$ cat config.mk
export PLATFORM = sky130hd
export DESIGN_NAME = block_field_ctrl
export DESIGN_NICKNAME = d
export VERILOG_FILES = /design/src/rtl/block_field_ctrl_pkg.sv /design/src/rtl/block_field_ctrl_field_row.sv /design/src/rtl/block_field_ctrl.sv
export SDC_FILE = /design/constraint.sdc
export NUM_CORES = 1
export LEC_CHECK = 0
export ABC_CLOCK_PERIOD_IN_PS = 2550
export CAP_MARGIN = 20
export CORE_MARGIN = 2
export CORE_UTILIZATION = 49
export DETAILED_ROUTE_END_ITERATION = 7
export GPL_TIMING_DRIVEN = 0
export PLACE_DENSITY = 0.8
export SLEW_MARGIN = 20
export SYNTH_ARGS = -nofsm -noshare
export SYNTH_HDL_FRONTEND = slang
export SYNTH_SLANG_ARGS = --single-unit
export TNS_END_PERCENT = 10
$ cat constraint.sdc
create_clock -name clk -period 2.55 [get_ports clk]
set_input_delay 0.6375 -clock clk [delete_from_list [all_inputs] [get_ports clk]]
set_output_delay 0.6375 -clock clk [all_outputs]
set_load 0.01 [all_outputs]
$ cat src/rtl/block_field_ctrl_pkg.sv
// Shared encodings for the block field controller: block types and FSM states.
package block_field_ctrl_pkg;

    // Type 0 is a solid landing cell; every nonzero type is a hazard.
    localparam int BT_SOLID = 0;

    typedef enum logic [1:0] {
        ST_IDLE   = 2'd0,
        ST_SCROLL = 2'd1,
        ST_LAND   = 2'd2,
        ST_FAIL   = 2'd3
    } state_e;

endpackage

$ cat src/rtl/block_field_ctrl_field_row.sv
// One field row: LANES block-present bits plus TYPE_W type bits per lane.
module block_field_ctrl_field_row #(
    parameter int               LANES   = 7,
    parameter int               TYPE_W  = 1,
    parameter logic [LANES-1:0] RST_MAP = '0
) (
    input  logic                    clk,
    input  logic                    rst,
    input  logic                    load_i,
    input  logic [LANES-1:0]        map_i,
    input  logic [LANES*TYPE_W-1:0] type_i,
    output logic [LANES-1:0]        map_o,
    output logic [LANES*TYPE_W-1:0] type_o
);

    logic [LANES-1:0]        map_q;
    logic [LANES*TYPE_W-1:0] type_q;

    // Row storage: seeded on reset, reloaded from the row above when the field scrolls.
    always_ff @(posedge clk) begin
        if (rst) begin
            map_q  <= RST_MAP;
            type_q <= '0;
        end else if (load_i) begin
            map_q  <= map_i;
            type_q <= type_i;
        end
    end

    assign map_o  = map_q;
    assign type_o = type_q;

endmodule

$ cat src/rtl/block_field_ctrl.sv
// Game-field controller: row grid, character column and the scroll-then-land jump sequence.
module block_field_ctrl
    import block_field_ctrl_pkg::*;
#(
    parameter int  LANES     = 7,
    parameter int  ROWS      = 5,
    parameter int  CHAR_ROW  = 3,
    parameter int  START_COL = 3,
    parameter int  TYPE_W    = 1,
    parameter int  SCROLL_MS = 200,
    parameter int  SCORE_W   = 10,
    localparam int CW        = $clog2(LANES),
    localparam int SW        = $clog2(SCROLL_MS + 1)
) (
    input  logic                          clk,
    input  logic                          rst,
    input  logic                          enable,
    input  logic                          one_ms_tick,
    input  logic                          jump_left,
    input  logic                          jump_right,
    input  logic [LANES-1:0]              gen_map,
    input  logic [LANES*TYPE_W-1:0]       gen_type,
    output logic                          gen_req,
    output logic [ROWS*LANES-1:0]         row_map,
    output logic [ROWS*LANES*TYPE_W-1:0]  row_type,
    output logic [CW-1:0]                 char_col,
    output logic [SW-1:0]                 scroll_cnt,
    output logic                          busy,
    output logic                          jump_fail,
    output logic [SCORE_W-1:0]            score
);

    state_e                  state_q;
    logic [CW-1:0]           col_q, tgt_q;
    logic [SW-1:0]           cnt_q;
    logic [SCORE_W-1:0]      score_q;
    logic                    fail_q;
    logic [LANES-1:0]        pend_map_q;
    logic [LANES*TYPE_W-1:0] pend_type_q;

    logic [ROWS-1:0][LANES-1:0]        map_w;
    logic [ROWS-1:0][LANES*TYPE_W-1:0] type_w;
    logic [LANES-1:0]                  src_map  [ROWS];
    logic [LANES*TYPE_W-1:0]           src_type [ROWS];

    logic              want_jump, at_edge, shift, land_ok;
    logic [TYPE_W-1:0] land_type;

    // A jump is only a request when exactly one direction is asserted while idle and enabled.
    assign want_jump = (state_q == ST_IDLE) && enable && (jump_left ^ jump_right);
    assign at_edge   = (jump_left && (col_q == '0)) || (jump_right && (col_q == CW'(LANES - 1)));
    assign gen_req   = want_jump && !at_edge;
    // The scroll completes on the tick that would bring the count to SCROLL_MS.
    assign shift     = (state_q == ST_SCROLL) && one_ms_tick && (cnt_q == SW'(SCROLL_MS - 1));

    // In LAND the grid has already shifted, so this looks at the row the character landed on.
    assign land_type = type_w[CHAR_ROW][col_q*TYPE_W +: TYPE_W];
    assign land_ok   = map_w[CHAR_ROW][col_q] && (land_type == TYPE_W'(BT_SOLID));

    for (genvar r = 0; r < ROWS; r++) begin : g_row
        localparam logic [LANES-1:0] SEED = (r == CHAR_ROW) ? (LANES'(1) << START_COL) : '0;

        if (r == 0) begin : g_src
            assign src_map[r]  = pend_map_q;
            assign src_type[r] = pend_type_q;
        end else begin : g_src
            assign src_map[r]  = map_w[r-1];
            assign src_type[r] = type_w[r-1];
        end

        block_field_ctrl_field_row #(
            .LANES   (LANES),
            .TYPE_W  (TYPE_W),
            .RST_MAP (SEED)
        ) u_row (
            .clk    (clk),
            .rst    (rst),
            .load_i (shift),
            .map_i  (src_map[r]),
            .type_i (src_type[r]),
            .map_o  (map_w[r]),
            .type_o (type_w[r])
        );
    end

    // Jump sequencer: target latch, scroll count, landing check and score; FAIL holds until reset.
    always_ff @(posedge clk) begin
        if (rst) begin
            state_q     <= ST_IDLE;
            col_q       <= CW'(START_COL);
            tgt_q       <= CW'(START_COL);
            cnt_q       <= '0;
            score_q     <= '0;
            fail_q      <= 1'b0;
            pend_map_q  <= '0;
            pend_type_q <= '0;
        end else begin
            case (state_q)
                ST_IDLE: begin
                    if (want_jump) begin
                        if (at_edge) begin
                            state_q <= ST_FAIL;
                            fail_q  <= 1'b1;
                        end else begin
                            tgt_q       <= jump_right ? col_q + 1'b1 : col_q - 1'b1;
                            pend_map_q  <= gen_map;
                            pend_type_q <= gen_type;
                            cnt_q       <= '0;
                            state_q     <= ST_SCROLL;
                        end
                    end
                end
                ST_SCROLL: begin
                    if (one_ms_tick) begin
                        if (shift) begin
                            cnt_q   <= '0;
                            col_q   <= tgt_q;
                            state_q <= ST_LAND;
                        end else begin
                            cnt_q <= cnt_q + 1'b1;
                        end
                    end
                end
                ST_LAND: begin
                    if (land_ok) begin
                        if (score_q != '1) score_q <= score_q + 1'b1;
                        state_q <= ST_IDLE;
                    end else begin
                        state_q <= ST_FAIL;
                        fail_q  <= 1'b1;
                    end
                end
                default: ;  // ST_FAIL: everything frozen
            endcase
        end
    end

    assign row_map    = map_w;
    assign row_type   = type_w;
    assign char_col   = col_q;
    assign scroll_cnt = cnt_q;
    assign busy       = (state_q != ST_IDLE);
    assign jump_fail  = fail_q;
    assign score      = score_q;

endmodule

# Word-level counts from Yosys, hierarchy flattened
# Index checks and enable logic that the tools add are counted.
totals:
  out_inout_bits: 94
  input_bits: 20
  regBits: 111
op_classes:
  n_addsub: 4
  reduce_logical: 22
  n_bitwise: 3
  muxes: 18
  n_lt_le_gt_ge: 1
  shift: 1
  n_eq_ne: 11
ops:
  columns: ["op", "n"]
  rows:
  - ["$mux W8", 4]
  - ["$pmux W8 S2", 1]
  - ["$reduce_and A4 Y1", 3]
  - ["$add A10 B1 Y10 const B", 1]
  - ["$mux W2", 5]
  - ["$ne A10 B10 Y1 const B", 1]
  - ["$ne A2 B2 Y1 const B", 5]
  - ["$reduce_and A3 Y1", 3]
  - ["$add A8 B1 Y8 const B", 1]
  - ["$eq A8 B8 Y1 const B", 1]
  - ["$logic_and A1 B1 Y1", 8]
  - ["$shiftx A7 B4 Y1", 1]
  - ["$pmux W2 S3", 1]
  - ["$reduce_bool A2 Y1", 3]
  - ["$lt A3 B4 Y1 const B", 1]
  - ["$mux W1", 4]
  - ["$add A3 B1 Y3 const B", 1]
  - ["$bmux W1 S3", 1]
  - ["$eq A3 B3 Y1 const B", 1]
  - ["$logic_not A3 Y1", 1]
  - ["$mux W3", 1]
  - ["$reduce_bool A3 Y1", 1]
  - ["$sub A3 B1 Y3 const B", 1]
  - ["$eq A2 B1 Y1 const B", 1]
  - ["8 further kinds", 9]

# Depth between registers and ports, before layout
logic_depth:
  ltp_word: 6
  depth_mapped: 8
  mapped_depth_nobuf: 7

# Cells and area by module
# Synthesis repeated with hierarchy kept, for this count alone.
hier_totals:
  hier_cells: 457
  area_unflattened_um2: 4653.2
by_module_without_submodules:
  columns: ["mod", "area_per_inst_um2", "n_inst", "cells_each", "seq_area_each_um2"]
  rows:
  - ["block_field_ctrl", 2110.8, 1, 232, 820.8]
  - ["block_field_ctrl_field_row (g_row[0].u_row ...)", 508.0, 4, 45, 280.3]
  - ["block_field_ctrl_field_row (g_row[3].u_row)", 510.5, 1, 45, 280.3]

# Worst setup path before layout
# Ideal clock, no wire load.
synth_path:
  path_kind: "input to output"
  startpoint: "input port jump_right"
  endpoint: "output port gen_req"
  path_stages: 4
  required_time_ps: 1913
  t_arrival_ps: 1696
  path_buffers: 1
  setup_slack_ps: 216
  path_cell_list: "and4b_2 > or4_1 > buf_2 > inv_1"
synth_between:
  elab_chain_len: 4
  elab_cells_between_ends: 6
  cone_classes: "bitwise (1); reduce/logical (5)"
synth_lines:
  columns: ["element", "line", "source"]
  rows:
  - ["from (decl)", "block_field_ctrl.sv:20", "input logic jump_right,"]
  - ["$logic_and A1 B1 Y1", "block_field_ctrl.sv:51", "assign at_edge = (jump_left && (col_q == '0)) || (jump_right && (col_q == CW'(LANES - 1)));"]
  - ["$logic_or A1 B1 Y1", "block_field_ctrl.sv:51", null]
  - ["$logic_not A1 Y1", "block_field_ctrl.sv:52", "assign gen_req = want_jump && !at_edge;"]
  - ["$logic_and A1 B1 Y1 *", "block_field_ctrl.sv:52", null]
  - ["to (decl)", "block_field_ctrl.sv:23", "output logic gen_req,"]
# Mark *: on every way between the ends. The rest lies on a longest branch, timed or not.

# Worst setup path after layout
# Same ends and word-level chain as after synthesis.

==> summary.md <==
| Metric | Value |
|---|---|
| Bufs and invs on worst path | 3 |
| Area of the multi-input gates | around 2100 µm² |
| Antenna Nets Post-Route | 0 |
| Routed Wire Length | roughly 12000 µm |
| Peak VDD IR | roughly 0.30 mV |
| DRC Markers | 0 |
| Pwr/cell area | around 530 nW/µm² |
| Diode count | 0 |
| Seq. cell area | around 2200 µm² |
| DRT iter0 DRCs | approximately 150 |
| Initial antenna violation count | 0 |
| GR Util All Layers | 23.94% |
| Dpl cell area | 5752 µm² |
| DIE HEIGHT | between 90 and 100 µm |
| Crit-path max FO | 5 |
| DP Cell Count | approximately 760 |
| Non-filler instance count after layout | approximately 780 |
| Core Footprint | ~8800 µm² |
| Post-synth cell types | 48 |
| Mapped Nets | between 500 and 600 |
| Layout cells sized above 1 | 8.246% |
| Die X | between 90 and 100 µm |
| Reg clk slew, reported paths | roughly 0.12 ns |
| # port buffers | approximately 110 |
| Num ports | ~110 |
| Die ar. | slightly below 10000 µm² |
| Period Utilization, post-route | a little over nine tenths |
| Cell row count | 34 |
| Cells after synthesis | 535 |
| Synth Area in Adders | about 2.1% |
| Aggregate global routing overflow | 0 |
| Unrepaired setup endpoints after global routing | false |
| CP required | 1.91 ns |
| CP endpoint kind | output port |
| Main combinational cell family by area after synthesis | simple AND/OR/NAND/NOR gates |
| Fin. Hold Viols | 0 |
| Gpl congestion | between 0.8 and 0.9 |
| Post-route minimum period | about 2.5 ns |
| Slew HR | 45.07% |
| Flops & latches, synth | around 110 |
| Leading cell types in the layout, fill and taps excluded | nand2_1 (156), clkdlybuf4s50_1 (109), dfxtp_1 (106) |
| Mux contribution to synthesized area | 5.077% |
| CP delay by family, top | simple AND/OR/NAND/NOR gates |
| WL/cell | approximately 15 µm |
| Crit path kind | input pin to output port |
| Pin count of the biggest net entering global routing | 22 |
| Worst skew pair latency | between 0.3 and 0.4 ns |
| Hold slack | around 0.46 ns |
| Max stage delay cell, worst path | or4_4 |
| Final HPWL DP | slightly below 9000 µm |
| Commonest non-fill, non-tap cell in the layout | nand2_1 |
| Final Slew Violations | 0 |
| First-pass GRT wire length | around 19000 µm |
| Vias per cell | around 5.4 |
| CTS tree | done |
| CP Launch Type | input pin |
| Hold/Removal Path Class | register to register |
| Via count | 4148 |
| Synth Area in Compound Gates | 12.72% |
| Final core utilization | between 60% and 70% |
| # setup viols final | 0 |
| Post-Syn Area | ~4500 µm² |
| Clk buf depth | 2 |
| CP Cell Sequence | buf_4, xor2_2, nand2_1, or4_4, inv_1, buf_2 |
| Pre-Repair DR Iteration Count | 4 |
| Highest Clock Rate | 0.4068 GHz |
| Post-route cell area | 6005 µm² |
| Num Clock Sinks | 111 |
| Simple-Gate Fraction of Synth Area | between 20 and 30% |
| Number of synthesis warnings | 0 |
| Max stage delay on crit path | about 0.58 ns |
| Layout net count | 689 |
| XOR/XNOR Fraction of Synth Area | between 1.5 and 2% |
| Clk_skew | between 0.015 and 0.02 ns |
| H-Tree Depth | 3 |
| Cts hold-fix bufs | 0 |
| CTS root buffer | clkbuf_8 |
| Initial Util | roughly 50% |
| Fill count | roughly 710 |
| CTS Buf Count | 9 |
| Post-synthesis sequential area ratio | between 40% and 50% |
| CP arrival | 1.82 ns |
| LEAKAGE | around 2.1 nW |
| Maxcap violations | 0 |
| Slew @ Worst Pin | about 0.82 ns |
| Status | complete, no violations |
| Avg Inst Size Synth | roughly 8.4 µm² |
| Area growth syn-to-layout | 33.86% |
| Number of global-route vias before repair | around 4000 |
## cells by family (layout without fill, tap and decap cells)
logic type,count (synthesis),in the layout
xor gates and xnor gates,8,8
and+or+nand+nor,245,245
adders and majority gates,7,7
buffers and inverters,41,173
DFF,111,111
muxes,22,22
AOI/OAI and AO/OA,101,101
## cell type report
class	count	share of cell area, %
plain buffers	31	2.271
clock buffers	9	2.063
clock inverters	7	1.229
inverters	9	0.5626
multi-input cells	383	35.32
flip-flops and latches	111	37.20
well taps	108	2.250
repair buffers	117	19.11
## metrics by stage
| step | TNS [ns] | setup slack, ns | total power [mW] |
|---|---|---|---|
| floorplan | 0 | 0.2160 | 2.027 |
| CTS | 0 | 0.008492 | 3.190 |
| global route | 0 | 0.03155 | 3.285 |
| detailed placement | -9.435 | -1.001 | 2.135 |
| finish | 0 | 0.09170 | 3.175 |
| global placement | -4.927 | -0.9689 | 2.122 |
## power by group
group	switching [mW]	leakage, nW	total, mW	internal, mW
Sequential	0.0213	0.897	1.79	1.77
Clock	0.667	0.0942	1.05	0.386
Combinational	0.186	1.09	0.336	0.149
## worst paths after layout
kind	start	end	slack, ns	depth (start not counted)
setup / recovery	jump_right	gen_req	0.09	6
hold / removal	pend_map_q[1]$_SDFFE_PP0P_	g_row[0].u_row.map_o[1]$_SDFFE_PP0P_	0.46	2
setup reg to reg	scroll_cnt[3]$_SDFFE_PP0P_	g_row[0].u_row.type_o[1]$_SDFFE_PP0P_	0.31	7
hold reg to reg	pend_map_q[1]$_SDFFE_PP0P_	g_row[0].u_row.map_o[1]$_SDFFE_PP0P_	0.46	2
## Yosys cell counts (all sizes together)
cell type | number | share of area [%]
or3 | 6 | 0.84
a211o | 3 | 0.59
and3 | 3 | 0.42
mux2 | 6 | 1.5
nand2b | 3 | 0.42
clkbuf | 27 | 2.3
and2 | 1 | 0.14
or4 | 3 | 0.50
nor3b | 1 | 0.17
a21oi | 81 | 9.1
nand3 | 8 | 0.89
nor3 | 1 | 0.11
xnor2 | 1 | 0.20
o21ai | 6 | 0.75
or4bb | 2 | 0.50
and4bb | 1 | 0.28
nor4 | 4 | 0.56
dfxtp | 111 | 50
mux2i | 16 | 3.6
o2111ai | 1 | 0.20
nand4b | 1 | 0.20
a21o | 1 | 0.17
a211oi | 2 | 0.33
nand2 | 156 | 13
nor2b | 5 | 0.70
nand3b | 4 | 0.67
or2 | 1 | 0.14
o211ai | 2 | 0.64
fa | 1 | 0.45
or4b | 1 | 0.31
a41oi | 1 | 0.20
ha | 6 | 1.7
o31ai | 3 | 0.50
o211a | 1 | 0.22
xor2 | 7 | 1.4
buf | 5 | 0.89
nor4b | 3 | 0.59
nand4 | 7 | 1.3
or3b | 1 | 0.20
inv | 9 | 0.75
and4b | 2 | 0.50
nor2 | 31 | 2.6
## sequential cells by signal, indices dropped and copies added, names as in the netlist
signal / count
g_row.u_row.type_o: 35
pend_type_q: 7
g_row.u_row.map_o: 35
tgt_q: 3
state_q: 2
pend_map_q: 7
char_col: 3
scroll_cnt: 8
jump_fail: 1
score: 10
## metal layers
metal	part of all wire [%]	global-route usage, %	routed length (µm)	vias to the layer above
met5	0	0	0	-
met4	2.2	8.957	253	0
met3	7.3	6.606	846	20
met2	48	40.23	5576	117
met1	43	29.34	4945	1964
li1	-	-	-	2047
## worst reg2reg max path: stages, from the launching register on
cell,delay (ns)
dfxtp_1,0.37
nor4b_1,0.43
nand4_1,0.20
or2_2,0.31
clkbuf_1,0.26
clkbuf_1,0.33
nand2_1,0.16
a21oi_1,0.07
## repair_timing
action / 4_1_cts / 5_1_grt
resized for setup: 30 / 4
pin swaps: 4 / 3
endpoints found under the setup margin: 2 / 16
setup buffers: 4 / 0
Power figures use the tool's default switching activity.
